## config.mk

```make
export PLATFORM = sky130hd
export DESIGN_NAME = sound_seq_flat
export DESIGN_NICKNAME = d
export VERILOG_FILES = /design/src/rtl/sound_seq_if.sv /design/src/rtl/sound_seq.sv /design/src/flat_wrapper.sv
export SDC_FILE = /design/constraint.sdc
export NUM_CORES = 1
export LEC_CHECK = 0
export BUFFER_PORTS_ARGS = -buffer_cell sky130_fd_sc_hd__buf_2
export CAP_MARGIN = 20
export CELL_PAD_IN_SITES_DETAIL_PLACEMENT = 0
export CELL_PAD_IN_SITES_GLOBAL_PLACEMENT = 1
export CORE_UTILIZATION = 43
export CTS_BUF_LIST = sky130_fd_sc_hd__clkbuf_8
export CTS_CLUSTER_SIZE = 16
export DETAILED_ROUTE_END_ITERATION = 16
export GPL_TIMING_DRIVEN = 0
export PLACE_DENSITY = 0.78
export SYNTH_ARGS = -nofsm -noshare
export SYNTH_HDL_FRONTEND = slang
export SYNTH_SLANG_ARGS = --single-unit
```

## constraint.sdc

```tcl
create_clock -name clk -period 1.64 [get_ports clk]
set_clock_uncertainty 0.1 [all_clocks]
set_input_delay 0.164 -clock clk [delete_from_list [all_inputs] [get_ports clk]]
set_output_delay 0.164 -clock clk [all_outputs]
set_load 0.03 [all_outputs]
```

## src/rtl/sound_seq_if.sv

```systemverilog
// sound_seq_if: bundle between the game logic and the tone sequencer.
//   trig       : level requests, one per effect (rising edge starts it)
//   mute       : forces the buzzer low while sequencing continues
//   buzzer     : square-wave output to the buzzer pin
//   busy       : an effect is playing
//   cur_effect : index of the playing effect (0 when idle)
//   step_idx   : current step within the effect (0 when idle)
// master = game logic side, slave = sequencer side.
interface sound_seq_if #(
    parameter int N_TRIG = 3
);
    logic [N_TRIG-1:0] trig;
    logic              mute;
    logic              buzzer;
    logic              busy;
    logic [2:0]        cur_effect;
    logic [3:0]        step_idx;

    modport master (
        output trig, mute,
        input  buzzer, busy, cur_effect, step_idx
    );

    modport slave (
        input  trig, mute,
        output buzzer, busy, cur_effect, step_idx
    );
endinterface

```

## src/rtl/sound_seq.sv

```systemverilog
// sound_seq: multi-effect tone sequencer driving a buzzer pin.
// Each trigger input starts a stored effect: a list of steps, each a square
// tone or a silent gap lasting hp*dur clocks. Higher trigger index has
// priority; an equal index restarts the effect, a lower one is dropped.
// Ports:
//   clk : system clock
//   rst : asynchronous active-high reset
//   bus : sound_seq_if slave (trig, mute in; buzzer, busy, cur_effect,
//         step_idx out)
//
// state  | meaning
// S_IDLE | no effect playing, outputs parked at 0
// S_PLAY | stepping through effect cur_effect, step step_idx
module sound_seq #(
    parameter int N_TRIG = 3,
    parameter int STEPS  = 4,
    parameter int HP_W   = 20,
    parameter int DUR_W  = 10,
    parameter logic [N_TRIG*STEPS*(1+HP_W+DUR_W)-1:0] TABLE = '0
) (
    input  logic      clk,
    input  logic      rst,
    sound_seq_if.slave bus
);
    localparam int EW = 1 + HP_W + DUR_W;
    localparam int NE = N_TRIG * STEPS;
    localparam int IW = (NE > 1) ? $clog2(NE) : 1;

    localparam logic [0:0] S_IDLE = 1'b0;
    localparam logic [0:0] S_PLAY = 1'b1;

    logic [HP_W-1:0]  hp_tab  [NE];
    logic [DUR_W-1:0] dur_tab [NE];
    logic             sil_tab [NE];

    for (genvar i = 0; i < NE; i++) begin : g_tab
        assign dur_tab[i] = TABLE[i*EW +: DUR_W];
        assign hp_tab[i]  = TABLE[i*EW + DUR_W +: HP_W];
        assign sil_tab[i] = TABLE[i*EW + DUR_W + HP_W];
    end

    logic [0:0]        state;
    logic [2:0]        cur;
    logic [3:0]        step;
    logic [HP_W-1:0]   cnt;
    logic [DUR_W-1:0]  waves;
    logic              tone;
    logic              buzzer_r;
    logic [N_TRIG-1:0] trig_q;
    logic              armed;

    logic [N_TRIG-1:0] rise;
    logic              any_rise;
    logic [2:0]        cand;
    logic              start;
    logic [IW-1:0]     cur_i;
    logic [IW-1:0]     nxt_i;
    logic [IW-1:0]     cand_i;
    logic [HP_W-1:0]   hp_m1;
    logic              last_step;
    logic              busy;

    assign busy = (state == S_PLAY);

    // armed masks the first cycle after reset so a trigger held through
    // reset is not mistaken for a fresh edge.
    assign rise = bus.trig & ~trig_q & {N_TRIG{armed}};

    always_comb begin
        any_rise = 1'b0;
        cand     = '0;
        for (int i = 0; i < N_TRIG; i++) begin
            if (rise[i]) begin
                any_rise = 1'b1;
                cand     = 3'(i);
            end
        end
    end

    always_comb begin
        cur_i  = IW'(int'(cur) * STEPS + int'(step));
        nxt_i  = (step == 4'(STEPS - 1)) ? cur_i : cur_i + IW'(1);
        cand_i = IW'(int'(cand) * STEPS);
        hp_m1  = (hp_tab[cur_i] == '0) ? '0 : hp_tab[cur_i] - HP_W'(1);
        last_step = (step == 4'(STEPS - 1)) || (dur_tab[nxt_i] == '0);
        // An effect whose first step has zero duration is treated as empty.
        start = any_rise && (dur_tab[cand_i] != '0) && (!busy || cand >= cur);
    end

    always_ff @(posedge clk or posedge rst) begin
        if (rst) begin
            state    <= S_IDLE;
            cur      <= '0;
            step     <= '0;
            cnt      <= '0;
            waves    <= '0;
            tone     <= 1'b0;
            buzzer_r <= 1'b0;
            trig_q   <= '0;
            armed    <= 1'b0;
        end else begin
            trig_q   <= bus.trig;
            armed    <= 1'b1;
            buzzer_r <= busy & ~sil_tab[cur_i] & tone & ~bus.mute;
            if (start) begin
                state <= S_PLAY;
                cur   <= cand;
                step  <= '0;
                cnt   <= '0;
                waves <= '0;
                tone  <= 1'b0;
            end else if (busy) begin
                if (cnt == hp_m1) begin
                    cnt <= '0;
                    if (waves + DUR_W'(1) == dur_tab[cur_i]) begin
                        waves <= '0;
                        tone  <= 1'b0;
                        if (last_step) begin
                            state <= S_IDLE;
                            cur   <= '0;
                            step  <= '0;
                        end else begin
                            step <= step + 4'd1;
                        end
                    end else begin
                        tone  <= ~tone;
                        waves <= waves + DUR_W'(1);
                    end
                end else begin
                    cnt <= cnt + HP_W'(1);
                end
            end
        end
    end

    assign bus.buzzer     = buzzer_r;
    assign bus.busy       = busy;
    assign bus.cur_effect = cur;
    assign bus.step_idx   = step;
endmodule

```

## src/flat_wrapper.sv

```systemverilog
// flat-port wrapper written by rule: the top's interface ports become plain ports
module sound_seq_flat 
#(
    parameter int N_TRIG = 3,
    parameter int STEPS  = 4,
    parameter int HP_W   = 20,
    parameter int DUR_W  = 10,
    parameter logic [N_TRIG*STEPS*(1+HP_W+DUR_W)-1:0] TABLE = '0
)
  (clk, rst, bus_trig, bus_mute, bus_buzzer, bus_busy, bus_cur_effect, bus_step_idx);
  sound_seq_if #(.N_TRIG(N_TRIG)) bus_i ();
  input  logic clk;
  input  logic rst;
  input wire logic [$bits(bus_i.trig)-1:0] bus_trig;
  input wire logic [$bits(bus_i.mute)-1:0] bus_mute;
  output wire logic [$bits(bus_i.buzzer)-1:0] bus_buzzer;
  output wire logic [$bits(bus_i.busy)-1:0] bus_busy;
  output wire logic [$bits(bus_i.cur_effect)-1:0] bus_cur_effect;
  output wire logic [$bits(bus_i.step_idx)-1:0] bus_step_idx;
  assign bus_i.trig = bus_trig;
  assign bus_i.mute = bus_mute;
  assign bus_buzzer = bus_i.buzzer;
  assign bus_busy = bus_i.busy;
  assign bus_cur_effect = bus_i.cur_effect;
  assign bus_step_idx = bus_i.step_idx;
  sound_seq #(.N_TRIG(N_TRIG), .STEPS(STEPS), .HP_W(HP_W), .DUR_W(DUR_W), .TABLE(TABLE)) u_core (.clk(clk), .rst(rst), .bus(bus_i));
endmodule
```

==> results of run 1 <==
## cell type report
type | instances | area, um2 | share of cell area [%]
plain buffers | 9 | 75.1 | 3.51
clock buffers | 5 | 68.8 | 3.22
clock inverters | 3 | 11.3 | 0.526
inverters | 7 | 26.3 | 1.23
multi-input cells | 113 | 898 | 42.0
flip-flops and latches | 33 | 835 | 39.0
well taps | 48 | 60.1 | 2.81
repair buffers | 20 | 165 | 7.72
## registers in the layout (all words and copies together), names as in the netlist
name,cells
u_core.bus.buzzer,1
u_core.tone,1
u_core.bus.busy,1
u_core.cnt,20
u_core.waves,10
## worst max-delay path by stage
stage / endpoint / slack, ps / cells after the start
detailed placement: u_core.waves[1] / -280 / 8
CTS: u_core.waves[1] / -200 / 8
finish: u_core.waves[1] / -170 / 8
floorplan: u_core.waves[8] / -40 / 8
global placement: u_core.waves[4] / -250 / 8
global route: u_core.waves[4] / -280 / 8
## cell usage in the layout, fill, tap and decap left out, types with 2 or more instances in the layout
cell type	instances
dfrtp_1	26
xnor2_1	21
buf_4	20
nand2_1	12
nand3_1	9
nand4_1	8
inv_1	8
conb_1	7
dfrtp_2	7
nor2_1	6
xor2_1	5
clkbuf_8	5
nand3_2	4
a31oi_1	4
buf_2	4
nor4_1	3
buf_6	2
and4_1	2
nor2_4	2
nor2_2	2
nor3_4	2
nor3_1	2
nor4_4	2
nor4_2	2
mux2i_1	2
inv_2	2
dlygate4sd3_1	2
## timing repair
item                                   CTS  global route
buffers inserted                         7             5
gates cloned                             1             0
hold buffers                             2             0
pin swaps                               10            10
setup endpoints to repair               18            22
resized for setup                       14            20
endpoints found under the hold margin   18             0
## worst max-delay path: stages (launching register included)
cell and delay, ps:
dfrtp_1 380, inv_2 80, ha_4 140, nor4b_4 210
nand3_2 140, nor3_4 210, buf_6 160, mux2i_1 190
a31oi_1 60
## through the flow
stage	area, um2	TNS (ps)	hold slack (ps)
detailed placement	1800	-2620	242
floorplan	1690	-129	129
global route	2140	-3090	448
finish	2140	-1470	415
CTS	2020	-1720	405
global placement	1770	-2510	225
## routing by layer
| layer | vias up | GRT usage (%) | wire, um |
|---|---|---|---|
| met5 | - | 0 | 0 |
| met3 | 12 | 4.29 | 99 |
| met2 | 20 | 32.2 | 1800 |
| met4 | 0 | 10.0 | 88 |
| li1 | 593 | - | - |
| met1 | 604 | 21.3 | 1480 |
## power groups by stage
stage / clock network, W / registers, W / logic (W)
6_report: 0.000570 / 0.000814 / 0.0000645
5_1_grt: 0.000607 / 0.000813 / 0.0000701
4_1_cts: 0.000583 / 0.000814 / 0.0000652
3_5_place_dp: 0 / 0.000829 / 0.0000612
3_3_place_gp: 0 / 0.000829 / 0.0000517
2_1_floorplan: 0 / 0.000829 / 0.0000457
## cell families after synthesis
| group | synth area share (%) |
|---|---|
| other | 0.226 |
| XOR/XNOR | 14.2 |
| AND/OR/NAND/NOR | 21.5 |
| buffers and inverters | 6.40 |
| multiplexers | 2.48 |
| flip-flops | 49.7 |
| adder cells (fa/ha/maj) | 2.26 |
| AO/OA/AOI/OAI | 3.24 |
==> results.json, run 1 <==
{
  "clk_latency_ps": 290,
  "rsz0062_at_grt": "yes",
  "p_comb_share_pct": 4.5,
  "dr.pass1.iters": 4,
  "p_int_w": 0.00112,
  "fill_cells": 326,
  "yosysMostFrequentCell": "dfrtp_1",
  "hpwl_mm": 2.15,
  "hold_start": "u_core.waves[4]",
  "reg2reg_to": "u_core.waves[1]",
  "drc": 0,
  "vias_per_cell": 5.16,
  "netSwitchingFraction_pct": 22.8,
  "synth-seq-cells": 33,
  "drive_gt1_share_pct": 34.7,
  "post-route-min-period_ps": 1810,
  "pre_cts_slack_ps": -283,
  "grt_usage_pct": 18.7,
  "r2r_slack_ps": -170,
  "p_leak_nw": 0.991,
  "htreeDepth": 2,
  "required_ps": 1700,
  "p_seq_share_pct": 56.2,
  "p_switching_w": 0.000330,
  "synth_top_cell_area_share_pct": 49.7,
  "final_cells": 238,
  "p_per_area_nw_per_um2": 677,
  "overflow": 0,
  "ys_top_cells_by_count": "dfrtp_1, xnor2_1, nand3_1, nand2_1, nor2_1",
  "synthCells": 157,
  "ant_nets": 0,
  "num_rows": 22,
  "crit_path_start_kind": "flip-flop",
  "dpl.cell_count": 216,
  "worst_pin_slew_ps": 796,
  "numCtsBuffers": 5,
  "drt-total-wl_mm": 3.47,
  "clk_pin_slew_ps": 70,
  "cp_max_fo": 5,
  "r2r-start": "u_core.cnt[0]",
  "die_h_um": 64.2,
  "core_area_um2": 3690,
  "avgSynthCellArea_um2": 10.6,
  "synthArstFlopShare_pct": 100,
  "yosys-top-cells-area": "dfrtp_1, xnor2_1, nand3_1, buf_4, nand4_1",
  "cp-end-kind": "flip-flop",
  "max-vdd-ir-drop_mv": 0.513,
  "yosysTopAreaCell": "dfrtp_1",
  "maxSlewViolCount": 0,
  "arrival_ps": 1870,
  "drv_cap": 0,
  "grt_pass1_vias": 1251,
  "die_width_um": 64.2,
  "antenna_found_initial": 0,
  "clockRootBuffer": "clkbuf_8",
  "finalCritPeriodShare_pct": 110,
  "finalSetupViolCount": 13,
  "drt-initial-drc-count": 59,
  "slew_headroom_pct": 46.9,
  "die-area_um2": 4120,
  "cts_tree": "built",
  "path_class": "reg -> reg",
  "synthFlopType": "dfrtp_1",
  "syn_area_um2": 1660,
  "whs_path_depth": 1,
  "final_util_pct": 58.0,
  "gp_congestion": 0.811,
  "portBuffers": 4,
  "clockBufferDepth": 2,
  "run_status": "finished, violations left",
  "start_util_pct": 45.1,
  "holdPathEnd": "u_core.waves[4]",
  "hold_violations": 0,
  "synth_cell_types": 30,
  "grt_pass1_wl_mm": 5.65,
  "synth-seq-area-share_pct": 49.7,
  "hold_class": "reg -> reg",
  "avgRoutedWirePerCell_um": 14.6,
  "clock-sinks": 33,
  "vias": 1229,
  "layout_setup_ws_ps": -168,
  "reg2reg_depth": 8,
  "area_growth_pct": 28.7,
  "violations": "negative setup slack",
  "fmaxAchievable_ghz": 0.553,
  "pin_count": 15,
  "antennaDiodeCount": 0,
  "startpoint": "u_core.cnt[0]",
  "synth_edf_count": 0,
  "clkPwrFrac_pct": 39.4,
  "grt_max_degree": 19,
  "nets": 198,
  "power_w": 0.00145,
  "yosysWarnings": 0
}
(Power assumes the default switching activity.)
==> run 2: changes to the inputs <==
ABC_AREA = 1   (was unset)
CORE_UTILIZATION = 42   (was 43)
PLACE_DENSITY = 0.8   (was 0.78)
==> run 2 against run 1 <==
The flow now finishes without violations. Worst hold slack lost 18 ps. Register-to-register slack better by 220 ps. Routed wire length rose by 16%. Critical path depth is 3 higher. Final cell count up 41%. First-iteration DRC count is 3.4% lower. Largest cell class unchanged. Largest power group unchanged. Highest routed layer unchanged.
==> results.json, run 2 <==
{
  "run_status": "finished clean",
  "avgSynthCellArea_um2": 7.93,
  "synth-seq-cells": 33,
  "ys_top_cells_by_count": "nand2_1, dfrtp_1, inv_1, nand3_1, nor2_1",
  "met2_usage_pct": 26.2,
  "overflow": 0,
  "clk_pin_slew_ps": 70,
  "clock-sinks": 33,
  "dr.pass1.iters": 4,
  "largestRegisters": "u_core.cnt (20), u_core.waves (10)",
  "antenna_found_initial": 0,
  "finalCritPeriodShare_pct": 96.8,
  "die_h_um": 71.7,
  "final_cell_area_um2": 2400,
  "p_int_w": 0.00112,
  "p_leak_nw": 1.17,
  "cts_tree": "built",
  "drt-total-wl_mm": 4.02,
  "grtUsageMet3_pct": 4.22,
  "gp_congestion": 0.787,
  "synth_cell_types": 32,
  "synthCells": 257,
  "cp-end-kind": "flip-flop",
  "layout_setup_ws_ps": 52.9,
  "drive_gt1_share_pct": 27.1,
  "drv_cap": 0,
  "antennaDiodeCount": 0,
  "numCtsBuffers": 5,
  "crit_path_max_incr_delay_ps": 400,
  "vias_per_cell": 4.67,
  "avgRoutedWirePerCell_um": 12.0,
  "crit_top_cell": "nand2_1",
  "pre_cts_slack_ps": -103,
  "clockRootBuffer": "clkbuf_8",
  "pin_count": 15,
  "portBuffers": 4,
  "fmaxAchievable_ghz": 0.630,
  "final_cell_mix": "nand2_1, inv_1, dfrtp_1",
  "arrival_ps": 1660,
  "p_seq_share_pct": 56.2,
  "final_util_pct": 53.2,
  "regMostFlops": "u_core.cnt",
  "setup_tns_ps": 0,
  "yosys-top-cells-area": "dfrtp_1, nand2_1, inv_1, xor2_1, nand3_1",
  "grt_pass1_wl_mm": 7.33,
  "cp_max_fo": 4,
  "hold_start": "u_core.cnt[6]",
  "p_per_area_nw_per_um2": 604,
  "ant_nets": 0,
  "core_area_um2": 4500,
  "finalSetupViolCount": 0,
  "path_class": "reg -> reg",
  "required_ps": 1710,
  "synthFlopType": "dfrtp_1",
  "use_met1_pct": 28.1,
  "yosysMostFrequentCell": "nand2_1",
  "die-area_um2": 5140,
  "clockBufferDepth": 2,
  "worst_pin_slew_ps": 665,
  "htreeDepth": 2,
  "yosysTopAreaCell": "dfrtp_1",
  "p_switching_w": 0.000329,
  "p_comb_share_pct": 4.4,
  "nets": 292,
  "dpl.cell_count": 320,
  "rsz0062_at_grt": "yes",
  "hold_class": "reg -> reg",
  "grt_pass1_vias": 1548,
  "top_usage_layer": "met1",
  "startpoint": "u_core.waves[0]",
  "r2r-start": "u_core.waves[0]",
  "netSwitchingFraction_pct": 22.7,
  "vias": 1568,
  "synth-seq-area-share_pct": 40.5,
  "crit_path_cell_trace": "ha_2, nand2_4, inv_1, nand3_1, nand2_1, nand2_1, nand2_2, nor2_4, nand3_1, nand2_1, inv_1",
  "largest_register_ffs": 20,
  "synth_top_cell_area_share_pct": 40.5,
  "max-vdd-ir-drop_mv": 0.419,
  "synthArstFlopShare_pct": 100,
  "cp_slowest_cell": "dfrtp_1",
  "drc": 0,
  "clkPwrFrac_pct": 39.4,
  "yosysWarnings": 0,
  "final_common_cell": "nand2_1",
  "hpwl_mm": 2.97,
  "post-route-min-period_ps": 1590,
  "start_util_pct": 45.3,
  "syn_area_um2": 2040,
  "clk_latency_ps": 280,
  "fill_cells": 432,
  "grt_max_degree": 20,
  "maxSlewViolCount": 0,
  "hold_violations": 0,
  "area_growth_pct": 17.6,
  "slew_headroom_pct": 55.6,
  "grt_usage_pct": 18.6,
  "place_area_um2": 2170,
  "synth_edf_count": 0,
  "drt-initial-drc-count": 57,
  "final_cells": 336,
  "crit_path_start_kind": "flip-flop",
  "die_width_um": 71.7,
  "num_rows": 24
}
[run 2: changes by cell type after synthesis, moves of 7 or more]
cell | before | now
inv_1 | 7 | 33
inv_2 | 0 | 8
nand2_1 | 12 | 64
xnor2_1 | 22 | 1
nor2_1 | 10 | 17
xor2_1 | 5 | 13
[run 2: power by group through the flow]
| stage | sequential, W | combinational, W | clock, W |
|---|---|---|---|
| after floorplan | 0.000829 | 0.0000457 | 0 |
| after global placement | 0.000829 | 0.0000537 | 0 |
| after detailed placement | 0.000829 | 0.0000615 | 0 |
| after CTS | 0.000814 | 0.0000654 | 0.000595 |
| after global routing | 0.000813 | 0.0000706 | 0.000625 |
| final | 0.000814 | 0.0000638 | 0.000571 |
[run 2: stage by stage]
step,hold slack [ps],total power (W)
4_1_cts,401,0.00147
3_3_place_gp,215,0.000883
2_1_floorplan,130,0.000875
6_report,397,0.00145
5_1_grt,433,0.00151
3_5_place_dp,195,0.000891
[run 2: final timing paths]
check                                   to  slack, ps  cells after the start
min                          u_core.cnt[6]        400                      1
max reg2reg                u_core.bus.busy         50                     11
min reg2reg                  u_core.cnt[6]        400                      1
max in group asynchronous  u_core.waves[2]        480                      4
max                        u_core.bus.busy         50                     11
min in group asynchronous    u_core.cnt[6]        420                      3
[run 2: critical path: cells and delay by family (launching register included)]
| family | cells | cell delay (ps) |
|---|---|---|
| flops | 1 | 400 |
| buf+inv | 2 | 110 |
| simple gates | 8 | 650 |
| fa+ha+maj | 1 | 210 |
[run 2: kinds of logic (layout without fill, tap and decap cells)]
logic type,after synthesis,in the layout,share of synthesized area [%]
AO/OA/AOI/OAI,17,17,5.40
other,1,7,0.184
XOR/XNOR,14,14,6.02
buffers and inverters,52,73,11.4
flip-flops,33,33,40.5
adder cells (fa/ha/maj),3,3,1.84
AND/OR/NAND/NOR,137,137,34.7
[run 2: what timing repair did]
action                                  CTS  global route
pin swaps                                 1             7
hold buffers                              2             0
endpoints found under the setup margin    5            21
buffers inserted                          2             4
endpoints found under the hold margin    15             0
resized for setup                         3            20
[run 2: final cells by class]
| class | count | area, um2 | area share [%] |
|---|---|---|---|
| multi-input cells | 178 | 1080 | 44.9 |
| flip-flops and latches | 33 | 828 | 34.6 |
| inverters | 42 | 158 | 6.58 |
| repair buffers | 13 | 116 | 4.85 |
| plain buffers | 10 | 73.8 | 3.08 |
| clock buffers | 5 | 68.8 | 2.87 |
| well taps | 52 | 65.1 | 2.71 |
| clock inverters | 3 | 11.3 | 0.470 |
[run 2: per-layer routing]
| metal | up-vias | routed length, um |
|---|---|---|
| li1 | 852 | - |
| met1 | 698 | 2240 |
| met2 | 13 | 1640 |
| met3 | 5 | 82 |
| met4 | 0 | 55 |
| met5 | - | 0 |
